### config.mk
export PLATFORM = sky130hd
export DESIGN_NAME = apb_soc_initiator
export DESIGN_NICKNAME = d
export VERILOG_FILES = /design/src/rtl/apb_soc_initiator.sv
export SDC_FILE = /design/constraint.sdc
export NUM_CORES = 1
export LEC_CHECK = 0
export CORE_AREA = 2 2 207 209
export CTS_CLUSTER_DIAMETER = 50
export DETAILED_ROUTE_END_ITERATION = 6
export DIE_AREA = 0 0 209 211
export SYNTH_ARGS = -nofsm -noshare
export SYNTH_HDL_FRONTEND = slang
export SYNTH_SLANG_ARGS = --single-unit
### constraint.sdc
create_clock -name clk_i -period 4.2 [get_ports clk_i]
set_input_delay 0.84 -clock clk_i [delete_from_list [all_inputs] [get_ports clk_i]]
set_output_delay 0.84 -clock clk_i [all_outputs]
set_load 0.01 [all_outputs]
### src/rtl/apb_soc_initiator.sv
// APB4 initiator: one request at a time, decoded onto the SoC peripheral map.
// Optional ACCESS timeout: define APB_INITIATOR_TIMEOUT_EN.
module apb_soc_initiator #(
  parameter int NUM_SLAVES     = 10,
  parameter int TIMEOUT_CYCLES = 255
) (
  input  logic                     clk_i,
  input  logic                     rst_i,
  input  logic                     req_valid_i,
  output logic                     req_ready_o,
  input  logic [31:0]              req_addr_i,
  input  logic                     req_write_i,
  input  logic [31:0]              req_wdata_i,
  input  logic [3:0]               req_wstrb_i,
  output logic                     rsp_valid_o,
  input  logic                     rsp_ready_i,
  output logic [31:0]              rsp_rdata_o,
  output logic                     rsp_err_o,
  output logic [31:0]              paddr_o,
  output logic [31:0]              pwdata_o,
  output logic                     pwrite_o,
  output logic [3:0]               pstrb_o,
  output logic [NUM_SLAVES-1:0]    psel_o,
  output logic                     penable_o,
  input  logic [NUM_SLAVES*32-1:0] prdata_i,
  input  logic [NUM_SLAVES-1:0]    pready_i,
  input  logic [NUM_SLAVES-1:0]    pslverr_i
);

  localparam int IW = (NUM_SLAVES > 1) ? $clog2(NUM_SLAVES) : 1;

  typedef enum logic [1:0] {
    IDLE, SETUP, ACCESS, RESP
  } state_e;

  state_e        state_q, state_d;
  logic [IW-1:0] idx_q, dec_idx;
  logic          dec_hit;
  logic [31:0]   addr_q, wdata_q, rdata_q;
  logic [3:0]    strb_q;
  logic          write_q, err_q;
  logic          sel_ready, sel_err, tmo;
  logic [31:0]   sel_rdata;
  logic [19:0]   pg;

  // 4 KiB page decode; UDMA spans pages 0x1A200..0x1A221
  assign pg = req_addr_i[31:12];

  always_comb begin
    dec_hit = 1'b1;
    dec_idx = '0;
    unique case (1'b1)
      (pg == 20'h1A100): dec_idx = IW'(0);
      (pg == 20'h1A101): dec_idx = IW'(1);
      (pg == 20'h1A103): dec_idx = IW'(2);
      (pg == 20'h1A104): dec_idx = IW'(3);
      (pg == 20'h1A105): dec_idx = IW'(4);
      (pg == 20'h1A106): dec_idx = IW'(5);
      (pg == 20'h1A107): dec_idx = IW'(6);
      (pg == 20'h1A108): dec_idx = IW'(7);
      (pg == 20'h1A109): dec_idx = IW'(8);
      (pg >= 20'h1A200 && pg < 20'h1A222):
        dec_idx = IW'(9);
      default: dec_hit = 1'b0;
    endcase
  end

  assign sel_ready = pready_i[idx_q];
  assign sel_err   = pslverr_i[idx_q];
  assign sel_rdata = prdata_i[idx_q*32 +: 32];

`ifdef APB_INITIATOR_TIMEOUT_EN
  logic [15:0] cnt_q;

  always_ff @(posedge clk_i or posedge rst_i) begin
    if (rst_i) begin
      cnt_q <= '0;
    end else if (state_q == SETUP) begin
      cnt_q <= '0;
    end else if (state_q == ACCESS && !sel_ready) begin
      cnt_q <= cnt_q + 16'd1;
    end
  end

  // pready in the limit cycle still completes normally
  assign tmo = (state_q == ACCESS) && !sel_ready &&
               (cnt_q == 16'(TIMEOUT_CYCLES - 1));
`else
  assign tmo = 1'b0;
`endif

  always_comb begin
    state_d = state_q;
    unique case (state_q)
      IDLE:
        if (req_valid_i)
          state_d = dec_hit ? SETUP : RESP;
      SETUP:
        state_d = ACCESS;
      ACCESS:
        if (sel_ready || tmo)
          state_d = RESP;
      RESP:
        if (rsp_ready_i)
          state_d = IDLE;
      default:
        state_d = IDLE;
    endcase
  end

  always_ff @(posedge clk_i or posedge rst_i) begin
    if (rst_i) begin
      state_q <= IDLE;
      idx_q   <= '0;
      addr_q  <= '0;
      wdata_q <= '0;
      strb_q  <= '0;
      write_q <= 1'b0;
      rdata_q <= '0;
      err_q   <= 1'b0;
    end else begin
      state_q <= state_d;
      if (state_q == IDLE && req_valid_i) begin
        idx_q   <= dec_idx;
        addr_q  <= req_addr_i;
        wdata_q <= req_wdata_i;
        strb_q  <= req_write_i ? req_wstrb_i : 4'h0;
        write_q <= req_write_i;
        rdata_q <= '0;
        err_q   <= !dec_hit;
      end
      if (state_q == ACCESS) begin
        if (sel_ready) begin
          err_q   <= sel_err;
          rdata_q <= (write_q || sel_err) ? 32'h0 : sel_rdata;
        end else if (tmo) begin
          err_q   <= 1'b1;
          rdata_q <= '0;
        end
      end
    end
  end

  always_comb begin
    psel_o = '0;
    for (int k = 0; k < NUM_SLAVES; k++)
      psel_o[k] = (state_q == SETUP || state_q == ACCESS) &&
                  (idx_q == IW'(k));
  end

  assign penable_o   = (state_q == ACCESS);
  assign req_ready_o = (state_q == IDLE) && !rst_i;
  assign rsp_valid_o = (state_q == RESP);
  assign rsp_rdata_o = rdata_q;
  assign rsp_err_o   = err_q;
  assign paddr_o     = addr_q;
  assign pwdata_o    = wdata_q;
  assign pwrite_o    = write_q;
  assign pstrb_o     = strb_q;

endmodule

==> impl_metrics.json <==
{
  "outcome": "finished clean",
  "maxSlewHeadroom_pct": 21.83,
  "yosys.area.top_type": "dfrtp_1",
  "slew_viol_final": 0,
  "fmax_ghz": 0.3066,
  "dr_total_vias": 7412,
  "routabilityCongestion": 0.8274,
  "grt_usage_pct": 15.26,
  "p_clk_share_pct": 15.9,
  "start_kind": "flip-flop",
  "cp_max_fo": 4,
  "synth_area_per_cell_um2": 11.44,
  "ir_drop_mv": 0.1810,
  "drive_above_1_share_pct": 16.21,
  "nets": 1547,
  "grt_pass1_wl_um": 49920,
  "syn_inst": 642,
  "cts_buffer_depth": 2,
  "cts_resized": 0,
  "internal_power_w": 0.003648,
  "die_h_um": 211,
  "cts-root-buf": "clkbuf_16",
  "final_hold_viol_count": 0,
  "synth_cell_types": 44,
  "yosys-top-cells-area": "dfrtp_1 37%, mux2i_1 15%, mux2_2 13%",
  "wl_um": 34790,
  "min_path_type": "reg2reg",
  "cts.reportedPaths.clkPinSlew_ns": 0.08,
  "p_leak_nw": 4.781,
  "cts_tree": "built",
  "synthesis.nets": 1059,
  "critPathRequiredTime_ns": 3.36,
  "worstSetupPathType": "reg2out",
  "clkLatencyLatePin_ns": 0.38,
  "arrival_ns": 2.42,
  "switching_share_pct": 33.93,
  "drt_iter0_markers": 416,
  "numPortBuffers": 527,
  "p_seq_share_pct": 32.3,
  "core_um2": 41760,
  "area_delta_synth_final_pct": 83.08,
  "postRouteAntennaNets": 0,
  "fin_setup_tns_ns": 0,
  "ios": 528,
  "synthesis.area_um2": 7345,
  "combPwrFrac_pct": 51.8,
  "ys.flop_type": "dfrtp_1",
  "rsz0062_at_grt": "no",
  "antenna_found_initial": 1,
  "overflow": 0,
  "nFillCells": 4252,
  "cts_hold_buf": 0,
  "numCtsBuffers": 9,
  "finalCriticalPeriod_ns": 3.261,
  "switchingPower_w": 0.001873,
  "pre_cts_ws_ns": 0.9200,
  "yosysTopAreaCellShare_pct": 36.80,
  "setup_viol": 0,
  "grt_pass1_vias": 7882,
  "clock_skew_ns": 0.01299,
  "die_area_um2": 44100,
  "firstDrtPassIters": 4,
  "wl_per_cell_um": 20.77,
  "drc_errors": 0,
  "dpl.hpwl_um": 27820,
  "setup_ws_ns": 0.9386,
  "ys_seq_area_share_pct": 36.80,
  "timing.final.crit_share_pct": 77.65,
  "start_util_pct": 17.59,
  "endpoint_kind": "output pin",
  "cts.htree.levels": 3,
  "viasPerCell": 4.425,
  "ys_seq_elements": 108,
  "grt_max_degree": 84,
  "powerDensity_nw_per_um2": 410.6,
  "drv_cap": 0,
  "tightestPinTransition_ns": 1.172,
  "synth-edff-count": 0,
  "synthArstFlopShare_pct": 100.0,
  "yosys_warnings": 0,
  "rows": 75,
  "postCtsSetupBuffers": 0,
  "dieWidth_um": 209,
  "cts_sinks": 108
}
## per-layer routing
layer / vias up / GRT usage, % / part of all wire (%)
met5: - / 0 / 0
met4: 0 / 3.892 / 1.7
met3: 26 / 3.910 / 6.8
met2: 320 / 27.31 / 52
met1: 3605 / 18.18 / 40
li1: 3461 / - / -
## worst max-delay path, cell delays in order, from the launching register on
cell and delay [ns]:
dfrtp_1 0.38, inv_1 0.08, ha_1 0.34, or3b_2 0.52
nor3_1 0.16, clkdlybuf4s50_1 0.57
## sequential cells by signal (all words and copies together) (netlist names)
signal and count:
idx_q 4, paddr_o 32, pstrb_o 4, pwdata_o 32, pwrite_o 1, rsp_err_o 1
rsp_rdata_o 32, state_q 2
## power groups by stage
stage / Combinational (W) / Clock [W] / Sequential [W]
6_report: 0.00286 / 0.000876 / 0.00179
5_1_grt: 0.00305 / 0.000958 / 0.00186
4_1_cts: 0.00291 / 0.000916 / 0.00179
3_5_place_dp: 0.00290 / 0 / 0.00181
3_3_place_gp: 0.00288 / 0 / 0.00178
2_1_floorplan: 0.000959 / 0 / 0.00200
## path summary, 6_finish.rpt
kind | startpoint | to | slack [ns] | depth (start not counted)
min | pstrb_o[0]$_DFFE_PP0P_ | pstrb_o[0]$_DFFE_PP0P_ | 0.48 | 2
max | state_q[0]$_DFFE_PP0P_ | psel_o[0] | 0.94 | 5
max reg2reg | idx_q[1]$_DFFE_PP0P_ | rsp_rdata_o[22]$_DFF_PP0_ | 1.18 | 5
max in group asynchronous | rst_i | rsp_rdata_o[15]$_DFF_PP0_ | 2.47 | 3
min in group asynchronous | rst_i | pwdata_o[6]$_DFFE_PP0P_ | 0.92 | 2
min reg2reg | pstrb_o[0]$_DFFE_PP0P_ | pstrb_o[0]$_DFFE_PP0P_ | 0.48 | 2
## kinds of logic after synthesis
| family | count (synthesis) | synth area share [%] |
|---|---|---|
| multiplexers | 218 | 34.92 |
| AO/OA/AOI/OAI | 133 | 15.38 |
| flip-flops | 108 | 36.80 |
| AND/OR/NAND/NOR | 106 | 7.309 |
| buffers and inverters | 72 | 4.787 |
| adder cells (fa/ha/maj) | 4 | 0.6815 |
| XOR/XNOR | 1 | 0.1193 |
## cell usage in the layout (no fill, tap or decap), drive strengths merged, types with 2 or more instances in the layout
| cell | instances |
|---|---|
| a211o | 2 |
| a21oi | 5 |
| a221oi | 21 |
| a2bb2oi | 2 |
| buf | 17 |
| clkbuf | 10 |
| clkdlybuf4s50 | 527 |
| clkinv | 2 |
| clkinvlp | 2 |
| dfrtp | 108 |
| ha | 4 |
| inv | 7 |
| mux2 | 86 |
| mux2i | 110 |
| mux4 | 22 |
| nand2 | 17 |
| nand2b | 4 |
| nand3 | 32 |
| nor2 | 29 |
| nor2b | 3 |
| nor3 | 4 |
| nor4b | 2 |
| o21ai | 5 |
| o221ai | 12 |
| o22ai | 35 |
| o31ai | 46 |
| or2 | 3 |
| or3b | 3 |
| or4b | 3 |
## per-stage QoR
step | utilization [%] | area [um2] | hold WS (ns) | total power (W) | std cells
6_report | 32.20 | 13450 | 0.4846 | 0.005521 | 1675
5_1_grt | 32.20 | 13450 | 0.5182 | 0.005863 | 1675
4_1_cts | 32.19 | 13440 | 0.4949 | 0.005616 | 1674
3_5_place_dp | 31.51 | 13160 | 0.4754 | 0.004709 | 1658
3_3_place_gp | 31.51 | 13160 | 0.4645 | 0.004662 | 1658
2_1_floorplan | - | 7345 | 0.4998 | 0.002962 | 642
## final cells by class
class / instances / area [um2] / share of cell area [%]
Antenna cell: 1 / 2.502 / 0.01861
Clock buffer: 10 / 229.0 / 1.703
Clock inverter: 6 / 57.56 / 0.4280
Inverter: 5 / 21.27 / 0.1582
Multi-Input combinational cell: 462 / 4312 / 32.06
Sequential cell: 108 / 2710 / 20.15
Tap cell: 539 / 674.4 / 5.015
Timing Repair Buffer: 544 / 5440 / 40.46
## Yosys cell counts, types with 6 or more instances
library cell  count
nand2_1          17
mux2i_1         110
o22ai_1          35
mux2_2           86
nor2_1           29
o31ai_1          16
buf_2            20
nand3_1          32
o31ai_2          30
a221oi_1         21
buf_1             6
o221ai_1         12
dfrtp_1         108
clkbuf_1         31
mux4_2           22
Power figures use the tool's default switching activity.
